File: src/rtl/cpu_io_pkg.sv
// Shared types for the Z80 I/O-bus bridge: FSM states, posted-write entry, default port base.
package cpu_io_pkg;

  localparam logic [7:0] BASE_ADDR_DEF = 8'h98;
  localparam int         OFFSET_MAX_W  = 8;

  typedef enum logic [1:0] {
    IDLE,
    WRITE,
    READ,
    RD_HOLD
  } state_t;

  // Offset is sized for the widest possible window and zero-extended on entry.
  typedef struct packed {
    logic [OFFSET_MAX_W-1:0] offset;
    logic [7:0]              data;
  } fifo_entry_t;

endpackage

File: src/rtl/io_strobe_filter.sv
// 2-flop synchroniser plus run-length filter for one active-low strobe, with a payload
// carried through the same two flops so it stays aligned with the strobe.
module io_strobe_filter #(
  parameter int FILTER_LEN = 4,
  parameter int DATA_W     = 1
) (
  input  logic              clk,
  input  logic              rst_n,
  input  logic              strobe_n_i,
  input  logic [DATA_W-1:0] data_i,
  output logic              filt_n_o,
  output logic [DATA_W-1:0] data_o
);

  localparam int CNT_W = $clog2(FILTER_LEN + 1);

  logic              s1_q, s2_q, filt_q;
  logic [DATA_W-1:0] d1_q, d2_q;
  logic [CNT_W-1:0]  cnt_q;

  always_ff @(posedge clk or negedge rst_n) begin
    if (!rst_n) begin
      s1_q   <= 1'b1;
      s2_q   <= 1'b1;
      d1_q   <= '0;
      d2_q   <= '0;
      filt_q <= 1'b1;
      cnt_q  <= '0;
    end else begin
      s1_q <= strobe_n_i;
      s2_q <= s1_q;
      d1_q <= data_i;
      d2_q <= d1_q;
      // Output flips on the FILTER_LEN-th consecutive differing sample.
      if (s2_q != filt_q) begin
        if (cnt_q == CNT_W'(FILTER_LEN - 1)) begin
          filt_q <= s2_q;
          cnt_q  <= '0;
        end else begin
          cnt_q <= cnt_q + 1'b1;
        end
      end else begin
        cnt_q <= '0;
      end
    end
  end

  assign filt_n_o = filt_q;
  assign data_o   = d2_q;

endmodule

File: src/rtl/cpu_io_bridge.sv
// Z80 I/O-bus front end for the VDP: port decode, filtered strobes, posted-write FIFO,
// and read serialisation behind pending writes with wait_n stretching.
module cpu_io_bridge
  import cpu_io_pkg::*;
#(
  parameter logic [7:0] BASE_ADDR  = BASE_ADDR_DEF,
  parameter int         PORT_BITS  = 2,
  parameter int         FILTER_LEN = 4,
  parameter int         FIFO_DEPTH = 4,
  parameter int         ADR_WIDTH  = 16
) (
  input  logic                 clk,
  input  logic                 reset_n,
  input  logic [7:0]           addr,
  input  logic                 iorq_n,
  input  logic                 rd_n,
  input  logic                 wr_n,
  input  logic [7:0]           din,
  output logic [7:0]           dout,
  output logic                 dout_oe,
  output logic                 cs_n,
  output logic                 wait_n,
  output logic                 req,
  output logic                 wrt,
  output logic [ADR_WIDTH-1:0] adr,
  output logic [7:0]           dbo,
  input  logic                 ack,
  input  logic [7:0]           dbi,
  output logic                 overflow
);

  localparam int         AW      = $clog2(FIFO_DEPTH);
  localparam logic [7:0] HI_MASK = 8'hFF << PORT_BITS;

  logic                 hit;
  logic                 wr_filt_n, rd_filt_n, wr_prev_q, rd_prev_q, wr_fall, rd_fall;
  logic [PORT_BITS-1:0] wr_off, rd_off, rd_off_q;
  logic [7:0]           wr_data;
  fifo_entry_t          mem_q [FIFO_DEPTH];
  fifo_entry_t          push_entry, head;
  logic [AW:0]          wr_ptr_q, rd_ptr_q;
  logic                 full, empty, pop, push;
  state_t               state_q;
  logic                 req_q, wrt_q, wait_n_q, rd_pend_q, overflow_q;
  logic [ADR_WIDTH-1:0] adr_q;
  logic [7:0]           dbo_q, dout_q;

  assign hit     = ((addr & HI_MASK) == (BASE_ADDR & HI_MASK)) && !iorq_n;
  assign cs_n    = ~hit;
  assign dout_oe = hit & ~rd_n;

  io_strobe_filter #(.FILTER_LEN(FILTER_LEN), .DATA_W(PORT_BITS + 8)) u_wr_filt (
    .clk       (clk),
    .rst_n     (reset_n),
    .strobe_n_i(~(hit & ~wr_n)),
    .data_i    ({addr[PORT_BITS-1:0], din}),
    .filt_n_o  (wr_filt_n),
    .data_o    ({wr_off, wr_data})
  );

  io_strobe_filter #(.FILTER_LEN(FILTER_LEN), .DATA_W(PORT_BITS)) u_rd_filt (
    .clk       (clk),
    .rst_n     (reset_n),
    .strobe_n_i(~(hit & ~rd_n)),
    .data_i    (addr[PORT_BITS-1:0]),
    .filt_n_o  (rd_filt_n),
    .data_o    (rd_off)
  );

  assign wr_fall = wr_prev_q & ~wr_filt_n;
  assign rd_fall = rd_prev_q & ~rd_filt_n;

  assign empty = (wr_ptr_q == rd_ptr_q);
  assign full  = (wr_ptr_q[AW] != rd_ptr_q[AW]) && (wr_ptr_q[AW-1:0] == rd_ptr_q[AW-1:0]);
  assign pop   = (state_q == WRITE) && ack;
  // A pop in the same cycle frees the slot the push lands in.
  assign push  = wr_fall && (!full || pop);
  assign head  = mem_q[rd_ptr_q[AW-1:0]];

  assign push_entry.offset = OFFSET_MAX_W'(wr_off);
  assign push_entry.data   = wr_data;

  always_ff @(posedge clk) begin
    if (push) mem_q[wr_ptr_q[AW-1:0]] <= push_entry;
  end

  always_ff @(posedge clk or negedge reset_n) begin
    if (!reset_n) begin
      wr_prev_q  <= 1'b1;
      rd_prev_q  <= 1'b1;
      wr_ptr_q   <= '0;
      rd_ptr_q   <= '0;
      state_q    <= IDLE;
      req_q      <= 1'b0;
      wrt_q      <= 1'b0;
      adr_q      <= '0;
      dbo_q      <= '0;
      dout_q     <= '0;
      wait_n_q   <= 1'b1;
      rd_pend_q  <= 1'b0;
      rd_off_q   <= '0;
      overflow_q <= 1'b0;
    end else begin
      wr_prev_q <= wr_filt_n;
      rd_prev_q <= rd_filt_n;
      if (push) wr_ptr_q <= wr_ptr_q + 1'b1;
      if (wr_fall && full && !pop) overflow_q <= 1'b1;
      if (rd_fall && state_q != RD_HOLD) begin
        rd_pend_q <= 1'b1;
        wait_n_q  <= 1'b0;
        rd_off_q  <= rd_off;
      end
      case (state_q)
        IDLE: begin
          if (!empty) begin
            adr_q   <= ADR_WIDTH'(head.offset);
            dbo_q   <= head.data;
            wrt_q   <= 1'b1;
            req_q   <= 1'b1;
            state_q <= WRITE;
          end else if (rd_pend_q) begin
            adr_q   <= ADR_WIDTH'(rd_off_q);
            wrt_q   <= 1'b0;
            req_q   <= 1'b1;
            state_q <= READ;
          end
        end
        WRITE: begin
          if (pop) begin
            rd_ptr_q <= rd_ptr_q + 1'b1;
            req_q    <= 1'b0;
            state_q  <= IDLE;
          end
        end
        READ: begin
          if (ack) begin
            dout_q    <= dbi;
            req_q     <= 1'b0;
            rd_pend_q <= 1'b0;
            wait_n_q  <= 1'b1;
            state_q   <= RD_HOLD;
          end
        end
        RD_HOLD: begin
          // Wait for RD to end so one long strobe never issues a second read.
          if (rd_filt_n) state_q <= IDLE;
        end
        default: state_q <= IDLE;
      endcase
    end
  end

  assign dout     = dout_q;
  assign wait_n   = wait_n_q;
  assign req      = req_q;
  assign wrt      = wrt_q;
  assign adr      = adr_q;
  assign dbo      = dbo_q;
  assign overflow = overflow_q;

endmodule

File: config.mk
export PLATFORM = sky130hd
export DESIGN_NAME = cpu_io_bridge
export DESIGN_NICKNAME = d
export VERILOG_FILES = /design/src/rtl/cpu_io_pkg.sv /design/src/rtl/io_strobe_filter.sv /design/src/rtl/cpu_io_bridge.sv
export SDC_FILE = /design/constraint.sdc
export NUM_CORES = 1
export LEC_CHECK = 0
export ABC_AREA = 1
export BUFFER_PORTS_ARGS = -buffer_cell sky130_fd_sc_hd__buf_2
export CAP_MARGIN = 20
export CORE_UTILIZATION = 45
export CTS_CLUSTER_DIAMETER = 30
export DETAILED_ROUTE_END_ITERATION = 10
export PLACE_DENSITY = 0.69
export SETUP_SLACK_MARGIN = 0.1
export SLEW_MARGIN = 20
export SYNTH_ARGS = -nofsm -noshare
export SYNTH_HDL_FRONTEND = slang
export SYNTH_HIERARCHICAL = 1
export SYNTH_SLANG_ARGS = --single-unit
File: constraint.sdc
create_clock -name clk -period 1.9 [get_ports clk]
set_input_delay 0.19 -clock clk [delete_from_list [all_inputs] [get_ports clk]]
set_output_delay 0.19 -clock clk [all_outputs]
set_load 0.03 [all_outputs]
[Word-level counts from Yosys, hierarchy flattened]
Memories as Yosys holds them, arrays and structs flattened.
Index checks and enable logic that the tools add are counted.
Storage, ports and cells
  register bits: 85
  RAM bits: 40
  word-level logic and storage cells: 108
  bits in latches: 0
  output and inout port bits: 38
  ROM bits: 0
  memories: 1
Cells by class
  bitwise logic cells: 12
  $lt $le $gt $ge: 0
  shift operators: 0
  equality and inequality tests: 17
  reductions and logical operators: 21
  $add $sub $neg: 4
  $mul: 0
  multiplexer cells: 27
  div/mod/pow operators: 0
Memories
  mem_q: words 4, bits a word 10, rd ports 1, clocked after Yosys merged registers in 0, wr ports 1, line cpu_io_bridge.sv:39  | fifo_entry_t mem_q [FIFO_DEPTH];
Operators by type and width (count)
  16-bit 2-to-1 mux: 2
  1-bit 2-to-1 mux: 14
  3-bit by 1-bit adder with 3-bit output, second input constant: 4
  3-bit 2-to-1 mux: 4
  2-bit AND reduction: 6
  2-bit 2-to-1 mux: 5
  1-bit NOT: 8
  2-bit one-hot mux with 4 select lines: 1
  4-bit AND reduction: 2
  1-bit logical AND: 7
  3-bit by 2-bit == test with 1-bit output, second input constant: 2
  6-bit == test, second input constant: 1
  2-bit inequality test, second input constant: 3
  1-bit AND: 4
  2-bit == test, second input constant: 2
  2-bit by 1-bit inequality test with 1-bit output, second input constant: 2
  3-bit == test: 1
  1-bit logical NOT: 3
  1-bit inequality test: 3
  3-bit inequality test, second input constant: 1
  1-bit one-hot mux with 3 select lines: 1
  3-bit nonzero test: 1
  2-bit by 1-bit == test with 1-bit output, second input constant: 1
  2-bit == test: 1
  2 further kinds: 2

[Longest topological paths before layout]
Gate-level depths: netlist of the first run.
  depth after elaboration: 7
  gate-level depth with buffers: 11
  depth with buffers taken out: 9

[Hierarchy]
The synthesis of the first run kept the hierarchy.
By module, submodules not included
  cpu_io_bridge: cells each 303, seq. area each 2080.7 µm², times used 1, area an instance 3350.7 µm²
  io_strobe_filter at u_wr_filt: cells each 45, seq. area each 654.4 µm², times used 1, area an instance 743.2 µm²
  io_strobe_filter at u_rd_filt: cells each 29, seq. area each 254.0 µm², times used 1, area an instance 342.8 µm²

[Least setup slack after synthesis of the first run]
Ideal clock, no wire load.
  path type: flip-flop to flip-flop
  start point: register state_q[1]
  end point: memory mem_q[1][0] (netlist bit) (enable)
  setup time: 376 ps
  buffers on the path: 0
  stages on the path, launching flop included: 7
  clock period less this slack: 1816 ps
  path slack: 84 ps
  data arrival time: 1440 ps
  cells stage by stage: dfrtp_1 -> inv_1 -> ha_1 -> nand2_1 -> nand3_2 -> nand2_4 -> nor2_1
On the way
  longest elaborated chain between the ends: 6
Ends and longest elaborated chain
  start: declaration: line cpu_io_bridge.sv:43  | state_t state_q;
  start signal: assignment: line cpu_io_bridge.sv:93  | state_q <= IDLE;
  start signal: assignment: line cpu_io_bridge.sv:120  | state_q <= WRITE;
  start signal: assignment: line cpu_io_bridge.sv:125  | state_q <= READ;
  2-bit by 1-bit == test with 1-bit output: line cpu_io_bridge.sv:75  | assign pop = (state_q == WRITE) && ack;
  1-bit logical AND: line cpu_io_bridge.sv:75
  1-bit logical OR: line cpu_io_bridge.sv:77  | assign push = wr_fall && (!full || pop);
  1-bit logical AND: line cpu_io_bridge.sv:77
  1-bit 2-to-1 mux: line cpu_io_bridge.sv:84  | if (push) mem_q[wr_ptr_q[AW-1:0]] <= push_entry;
  1-bit 2-to-1 mux (implied by the code): line cpu_io_bridge.sv:84
  end: declaration: line cpu_io_bridge.sv:39
Every way passes these cells.

[Worst setup path in the final report of the first run]
  start point: register state_q[1]
  end point: memory mem_q[1][1] (netlist bit) (enable)
The elaborated chain is that of the path after synthesis.

==> results of run 1 <==
==> power groups by stage <==
stage          registers [uW]  clock network (uW)  logic (uW)
2_1_floorplan            3600                   0        1610
4_1_cts                  3160                1340        2680
6_report                 3170                1300        2680
3_3_place_gp             3200                   0        2580
3_5_place_dp             3210                   0        2650
5_1_grt                  3220                1460        2990
==> metrics by stage <==
step / utilization [%] / setup slack [ns] / cells
2_1_floorplan: - / 0.0837 / 390
5_1_grt: 54.9 / 0.0997 / 589
3_3_place_gp: 51.5 / 0.245 / 560
4_1_cts: 54.8 / 0.132 / 589
3_5_place_dp: 51.5 / 0.132 / 560
6_report: 54.9 / 0.202 / 589
==> repair_timing <==
item	in CTS	in global routing
resized for setup	0	5
endpoints found under the hold margin	26	0
endpoints found under the setup margin	0	41
hold buffers	13	0
==> routing by layer <==
metal | wire, um | track usage [%] | share of wire, %
met1 | 3580 | 23.8 | 47
met2 | 3540 | 23.2 | 46
met3 | 420 | 2.62 | 5.5
met4 | 140 | 8.36 | 1.8
met5 | 0 | 0 | 0
==> cell families after synthesis <==
kind of cell             synth area share, %
AND/OR/NAND/NOR                         13.3
flip-flops                              67.4
buffers and inverters                   6.54
AO/OA/AOI/OAI                           5.98
multiplexers                            2.28
adder cells (fa/ha/maj)                 3.67
other                                 0.0845
XOR/XNOR                               0.762
==> state kept, by name (all words and copies together), names as in the netlist, 2 cells and up <==
register and cells:
adr 2, u_rd_filt/data_o 2, u_wr_filt/d1_q 10, dbo 8, state_q 2, rd_ptr_q 3
wr_ptr_q 3, mem_q 40, u_wr_filt/cnt_q 3, u_rd_filt/d1_q 2, u_rd_filt/cnt_q 3, u_wr_filt/data_o 10
dout 8, rd_off_q 2
==> area by class of cell <==
| type | count | share of cell area, % |
|---|---|---|
| flip-flops and latches | 111 | 57.9 |
| multi-input cells | 220 | 23.4 |
| repair buffers | 76 | 9.35 |
| well taps | 129 | 3.13 |
| inverters | 37 | 2.74 |
| clock buffers | 10 | 2.47 |
| clock inverters | 6 | 0.969 |
==> worst max path at each step <==
stage	start	end	slack, ns	cells after the start
5_1_grt	state_q[1]	mem_q[2][2]	0.1	7
4_1_cts	rd_ptr_q[1]	mem_q[2][0]	0.13	8
6_report	state_q[1]	mem_q[1][1]	0.20	7
3_3_place_gp	rd_ptr_q[1]	mem_q[0][6]	0.25	8
3_5_place_dp	rd_ptr_q[1]	mem_q[1][4]	0.13	8
2_1_floorplan	state_q[1]	mem_q[1][0]	0.08	6
==> Yosys cell counts <==
| master | number |
|---|---|
| xor2_1 | 2 |
| nor4_1 | 1 |
| a21boi_0 | 1 |
| o21ai_0 | 25 |
| nand2_4 | 1 |
| buf_4 | 15 |
| nor2_1 | 52 |
| nand2_1 | 54 |
| nor2_4 | 1 |
| o22ai_1 | 8 |
| a21oi_1 | 10 |
| nand3_4 | 1 |
| mux2_2 | 9 |
| edfxtp_1 | 40 |
| inv_2 | 6 |
| clkbuf_1 | 2 |
| nand3_1 | 6 |
| nand3_2 | 1 |
| buf_6 | 1 |
| a41o_1 | 1 |
| nand2_2 | 9 |
| nand4_2 | 1 |
| inv_1 | 31 |
| xor2_2 | 1 |
| or2_2 | 1 |
| conb_1 | 1 |
| a21oi_2 | 1 |
| o21ai_1 | 1 |
| buf_2 | 4 |
| dfstp_2 | 9 |
| ha_1 | 13 |
| nand4_1 | 4 |
| nor2_2 | 1 |
| o21ai_2 | 1 |
| dfrtp_1 | 62 |
==> results.md, run 1 <==
- The root buffer cell chosen for the clock tree is clkbuf_8.
- The area growth from synthesis to layout is 16.4%.
- Summed over all layers, the routed wires come to 7.68 mm.
- In this run the horizontal extent of the chip is 101 um.
- TritonCTS built the clock tree.
- Setup repair after global routing left no endpoint under its margin.
- The clock transition at the registers of the reported paths is 0.10 ns.
- Summing all multi-input logic gate instances after layout gives 0.00121 sq mm.
- By startpoint and endpoint, the worst setup path is classified as register to register.
- The tool flagged a number of max-cap violations equal to 0.
- In this run the power density over the cells is 1380 mW/mm^2.
- The diode insertion count for antenna repair is 0.
- Entering global routing, the biggest net connects 33 pins.
- The clock tree synthesis step divided the H-tree into 3 levels.
- The library cells used most frequently in the layout, excluding fill and tap cells, are dfrtp_1 (61), nand2_1 (53), buf_2 (53).
- Net switching is 40.0% of the power.
- At the end of routability-driven placement, the weighted congestion stood at 0.824.
- The clock latency reported for the late side of the worst-skew pair is 0.38 ns.
- The tree built by TritonCTS fans out to 111 sinks.
- The highest fanout seen on the critical path is 10.
- Dividing the detail-routed via count by the number of cells gives 4.74.
- The critical path goes through inv_1, ha_2, nand2_2, nand3_2, nand2_4, nor2_1, buf_4.
- The number of max-slew violations in the final report came to 0.
- The critical path's largest stage delay is 0.44 ns.
- The launching point of the worst reg2reg path is state_q[1].
- The count of vias placed by the detailed router is 2793.
- The net count of the finished layout is 498.
- IR analysis of the VDD net gives a maximum drop of 0.518 mV.
- The final count of hold timing violations is 0.
- STA classifies the critical path startpoint as a register.
- The portion of total power attributed to the clock network is 18.2%.
- The worst min-delay path category is primary input to register.
- Once placement finished, the instance area stood at 0.00485 sq mm.
- In this run the mean area of a mapped cell was 11.8 sq um.
- The worst register-to-register path ends at mem_q[1][1].
- The post-route fraction of the period consumed by the critical path is 89.4%.
- Data arrives at the worst endpoint at 1.78 ns.
- The wire length of the first global-routing pass is 12.5 mm.
- The post-CTS setup buffer count is 0.
- Adding up every negative setup slack in the final design gives 0 ns.
- The final critical delay including setup and external delays is 1.70 ns.
- The DRC violation total after the first TritonRoute iteration is 234.
- The placed wire-length estimate is 5.50 mm.
- The tightest hold margin is 0.0456 ns.
- Across the whole layout, storage elements account for 0.00299 sq mm.
- Dividing the detail-routed wire length by the instance count gives 13.0 um.
- In the synthesized netlist, the number of instances is 377.
- The ratio of cells with drive above 1 in the final layout is 27.2%.
- The number of buffer and inverter stages on the critical path is 2.
- The leading area contributor after synthesis is dfrtp_1.
- The highest-delay cell along the critical path is dfrtp_1.
- The flow ran to the end, and the final reports show no timing, DRC or antenna violations.
- Once the floorplan was initialized, standard cells occupied 47.1% of the core.
- The post-synthesis register bit count is 111.
- Summing internal, switching and leakage power gives 7150 uW.
- Global routing consumed, over all layers together, 16.2% of the routing resources.
- The number of inserted filler cells in the final layout is 806.
- Per report_power, the sequential group accounts for 44.4% of the total.
- The analysis attributes to cell leakage a power of 0.00236 uW.
- The worst-case clock buffer depth is 2.
- For this run, design rule violations remaining after detail routing come to 0.
- The finished cells cover 0.00516 sq mm.
- After floorplanning, the core was sized to cover 0.00942 sq mm.
- The floorplan has 35 rows.
- Leaving out fill and tap cells, the most frequent cell in the layout is dfrtp_1.
- Once detail routing completed, the nets flagged for antenna violations numbered 0.
- The post-synthesis cell area is 0.00444 sq mm.
- The end point of the most critical hold path is dout[0].
- The reg-to-reg setup timing slack is 0.20 ns.
- The required time at the endpoint of the critical path is 1.98 ns.
- The number of I/O pins is 68.
- The worst hold path passes through 2 cells.
- Static timing analysis puts the maximum clock frequency at 589 MHz.
- Of the post-synthesis cell area, the dominant cell type holds 35.0%.
- The number of iterations in the first detailed-routing pass is 4.
- The family with the most delay on the worst path is simple AND/OR/NAND/NOR gates.
- In this run the power spent charging and discharging nets is 2860 uW.
- Setup violations remaining at the end of the flow were counted as 0.
- The capturing element type of the critical path is a register.
- Yosys attributes the largest share of cell area to dfrtp_1 (35%), edfxtp_1 (27%), dfstp_2 (5.3%), nand2_1 (4.6%), nor2_1 (4.4%).
- The via count of the first global-routing pass is 2505.
- Synthesis instantiated 35 different standard cells from the library.
- The design internal power is 4290 uW.
- The hold path startpoint is dbi[0].
- Clock skew on the completed layout was measured at 0.0170 ns.
- Summed over all layers, the global routing overflow is 0.
- The initial antenna violation count is 0.
- The CTS buffer count is 9.
- During synthesis, Yosys emitted a total of 6 warnings.
- Of the total power, combinational logic draws 37.5%.
- Port buffering added 53 buffers.
- The depth of the worst register-to-register path is 7.
- The floorplan step defined a die boundary enclosing 0.0103 sq mm.
- The die boundary height is 101 um.
- Summing the sequential cell areas from Yosys gives 67.4% of the chip area.
No activity file was read; power rests on OpenSTA's default activity.
==> run 2: changes to the inputs <==
--- a/config.mk
+++ b/config.mk
@@ -9,6 +9,7 @@
 export BUFFER_PORTS_ARGS = -buffer_cell sky130_fd_sc_hd__buf_2
 export CAP_MARGIN = 20
 export CORE_UTILIZATION = 45
+export CTS_BUF_LIST = sky130_fd_sc_hd__clkbuf_4 sky130_fd_sc_hd__clkbuf_8 sky130_fd_sc_hd__clkbuf_16
 export CTS_CLUSTER_DIAMETER = 30
 export DETAILED_ROUTE_END_ITERATION = 10
 export PLACE_DENSITY = 0.69
==> run 2 against run 1 <==
  * Fmax is essentially flat
  * First-iteration DRC count grew 0.85%
  * Hold slack is essentially flat
  * Critical endpoint unchanged
==> results.md, run 2 (synthesis results as in run 1) <==
- The met2 wirelength from detailed routing is 3.56 mm.
- The net switching fraction of the power is 39.9%.
- The clock reaches the later pin of the worst-skew pair after 0.38 ns.
- The top routing layer in use is met4.
- Relative to the synthesized area, the layout overhead comes to 16.5%.
- In this run the worst hold path is classified as primary input to register.
- Clock tree synthesis found a total of 111 sinks.
- After detailed routing, the total wire length is 7.71 mm.
- The setup slack after placement is 0.132 ns.
- The wire length on met1 is 3.54 mm.
- The buffer type at the clock tree root is clkbuf_8.
- The average routed wire per standard cell is 13.1 um.
- The TritonCTS clock tree is built.
- The post-CTS setup buffer count is 0.
- In this run, the number of DRC markers left after iteration 0 of detailed routing was 236.
- The number of inserted filler cells in the final layout is 806.
- The first global-routing pass estimated 12.5 mm of wire.
- The end of the worst register-to-register path is mem_q[1][1].
- In the routed layout, each cell is associated on average with a via count of 4.77.
- Summing over every cut layer, the via total after detailed routing is 2809.
- The port buffer count is 53.
- For the finished layout, the period the worst path requires is 1.70 ns.
- The commonest non-fill, non-tap cell in the layout is dfrtp_1.
- The highest fanout seen on the critical path is 10.
- The post-route DRC violation count is 0.
- The placeable core area is 0.00942 sq mm.
- The capturing element type of the critical path is a register.
- The reg-to-reg setup timing slack is 0.20 ns.
- The startpoint identified for the worst hold timing path is dbi[0].
- The layout net count is 498.
- The launching point of the worst reg2reg path is state_q[1].
- Setup repair after global routing left no endpoint under its margin.
- The width of the die is 101 um.
- Entering global routing, the biggest net connects 33 pins.
- The die covers 0.0103 sq mm.
- Power comes to 7160 uW.
- The portion of total power attributed to the clock network is 18.3%.
- The H-tree was split into 3 levels.
- Global routing finished with a remaining overflow of 0.
- The placed wire-length estimate is 5.50 mm.
- Counting cells, the worst reg-to-reg path comes to 7.
- The final count of hold timing violations came to 0.
- The detail route stage leaves a number of antenna-violating nets equal to 0.
- The end point of the most critical hold path is dout[0].
- The internal portion of the total power is 4300 uW.
- The slack of the critical path is 0.202 ns.
- Between clock sinks in the finished design, the worst skew comes to 0.0168 ns.
- The initial utilization of the core area, before any placement, comes to 47.1%.
- For this run, the top clock speed supported by timing is 589 MHz.
- The switching power of the nets is 2860 uW.
- For this run, the total global-route usage over all layers was measured as 16.2%.
- Clock tree synthesis inserted a total of 9 buffers.
- The diode insertion count for antenna repair is 0.
- The final weighted congestion in routability-driven placement is 0.824.
- After clock tree synthesis, the clock-pin slew on the worst setup and hold paths is 0.10 ns.
- Data arrives at the worst endpoint at 1.78 ns.
- Wire segments on met3 add up to 463 um in the final route.
- Adding up every negative setup slack in the final design gives 0 ns.
- Of the available clock period, the critical path in the final layout requires 89.4%.
- In this run the count of I/O pins placed on the die edge is 68.
- The number of iterations in the first detailed-routing pass is 5.
- The tightest hold path in the finished design has a slack of 0.0454 ns.
- The worst hold path was traced through 2 stages.
- STA classifies the critical path startpoint as a register.
- At the worst endpoint, the required time is 1.98 ns.
- The floorplan has 35 rows.
- Measured along the y axis, the die boundary spans 101 um.
- The count of max-cap constraint violations is 0.
- The power per standard cell area is 1390 mW/mm^2.
- The part of the power in combinational logic is 37.4%.
- In the layout the commonest cells are dfrtp_1 (61), nand2_1 (53), buf_2 (53).
- The cell leakage power is 0.00236 uW.
- Once layout is complete, the cells apart from fillers number 589.
- Once placement completed, the tool counted placed cells totaling 560.
- Sequential cells burn 44.3% of the power.
- The total of endpoints with negative setup slack in the final report is 0.
- The run finished with clean final reports.
- The ratio of cells with drive above 1 in the final layout is 27.4%.
- The type of the worst setup path is register to register.
- The register with the most flip-flops in the layout has 40 of them.
- The via count of the first global-routing pass is 2505.
- The initial antenna violation count came to 0.
- The worst voltage drop across the vdd grid is 0.518 mV.
- The worst-case clock buffer depth is 2.
- The number of max-slew violations in the final report is 0.
==> run 2: cell counts in the layout (fill, tap and decap cells not counted) <==
Identical to the previous run, type by type.
==> run 2: metrics by stage <==
step                      util (%)  cell area [sq um]
after detailed placement      51.5               4850
after floorplan                  -               4490
after CTS                     54.8               5160
after global placement        51.5               4850
after global routing          54.9               5170
final                         54.9               5170
==> run 2: worst max-delay path by stage <==
stage / start / to / slack [ns]
finish: state_q[1] / mem_q[1][1] / 0.20
global route: state_q[1] / mem_q[2][2] / 0.1
CTS: rd_ptr_q[1] / mem_q[2][0] / 0.13
detailed placement: rd_ptr_q[1] / mem_q[1][4] / 0.13
global placement: rd_ptr_q[1] / mem_q[0][6] / 0.25
floorplan: state_q[1] / mem_q[1][0] / 0.08
==> run 2: worst max-delay path: stages (launching register included) <==
cell	delay [ns]
dfrtp_1	0.44
inv_1	0.13
ha_2	0.21
nand2_2	0.10
nand3_2	0.11
nand2_4	0.10
nor2_1	0.13
buf_4	0.20
==> run 2: power by group through the flow <==
stage,Sequential (uW),Clock (uW),Combinational [uW]
final,3170,1310,2680
after global routing,3220,1470,2990
after CTS,3160,1360,2680
after detailed placement,3210,0,2650
after global placement,3200,0,2580
after floorplan,3600,0,1610
==> run 2: timing repair <==
item,4_1_cts,5_1_grt
endpoints found under the setup margin,0,41
resized for setup,0,5
hold endpoints to repair,26,0
hold buffers,13,0
==> run 2: layout make-up <==
type / count / area (sq um) / share of cell area (%)
Sequential cell: 111 / 2990 / 57.9
Inverter: 37 / 141 / 2.74
Multi-Input combinational cell: 220 / 1210 / 23.4
Clock inverter: 6 / 50.0 / 0.968
Tap cell: 129 / 161 / 3.12
Clock buffer: 10 / 131 / 2.54
Timing Repair Buffer: 76 / 483 / 9.34
==> run 2: metal layers <==
metal | global-route usage [%] | vias up
li1 | - | 1363
met1 | 23.8 | 1323
met2 | 23.2 | 111
met3 | 2.62 | 12
met4 | 8.36 | 0
met5 | 0 | -
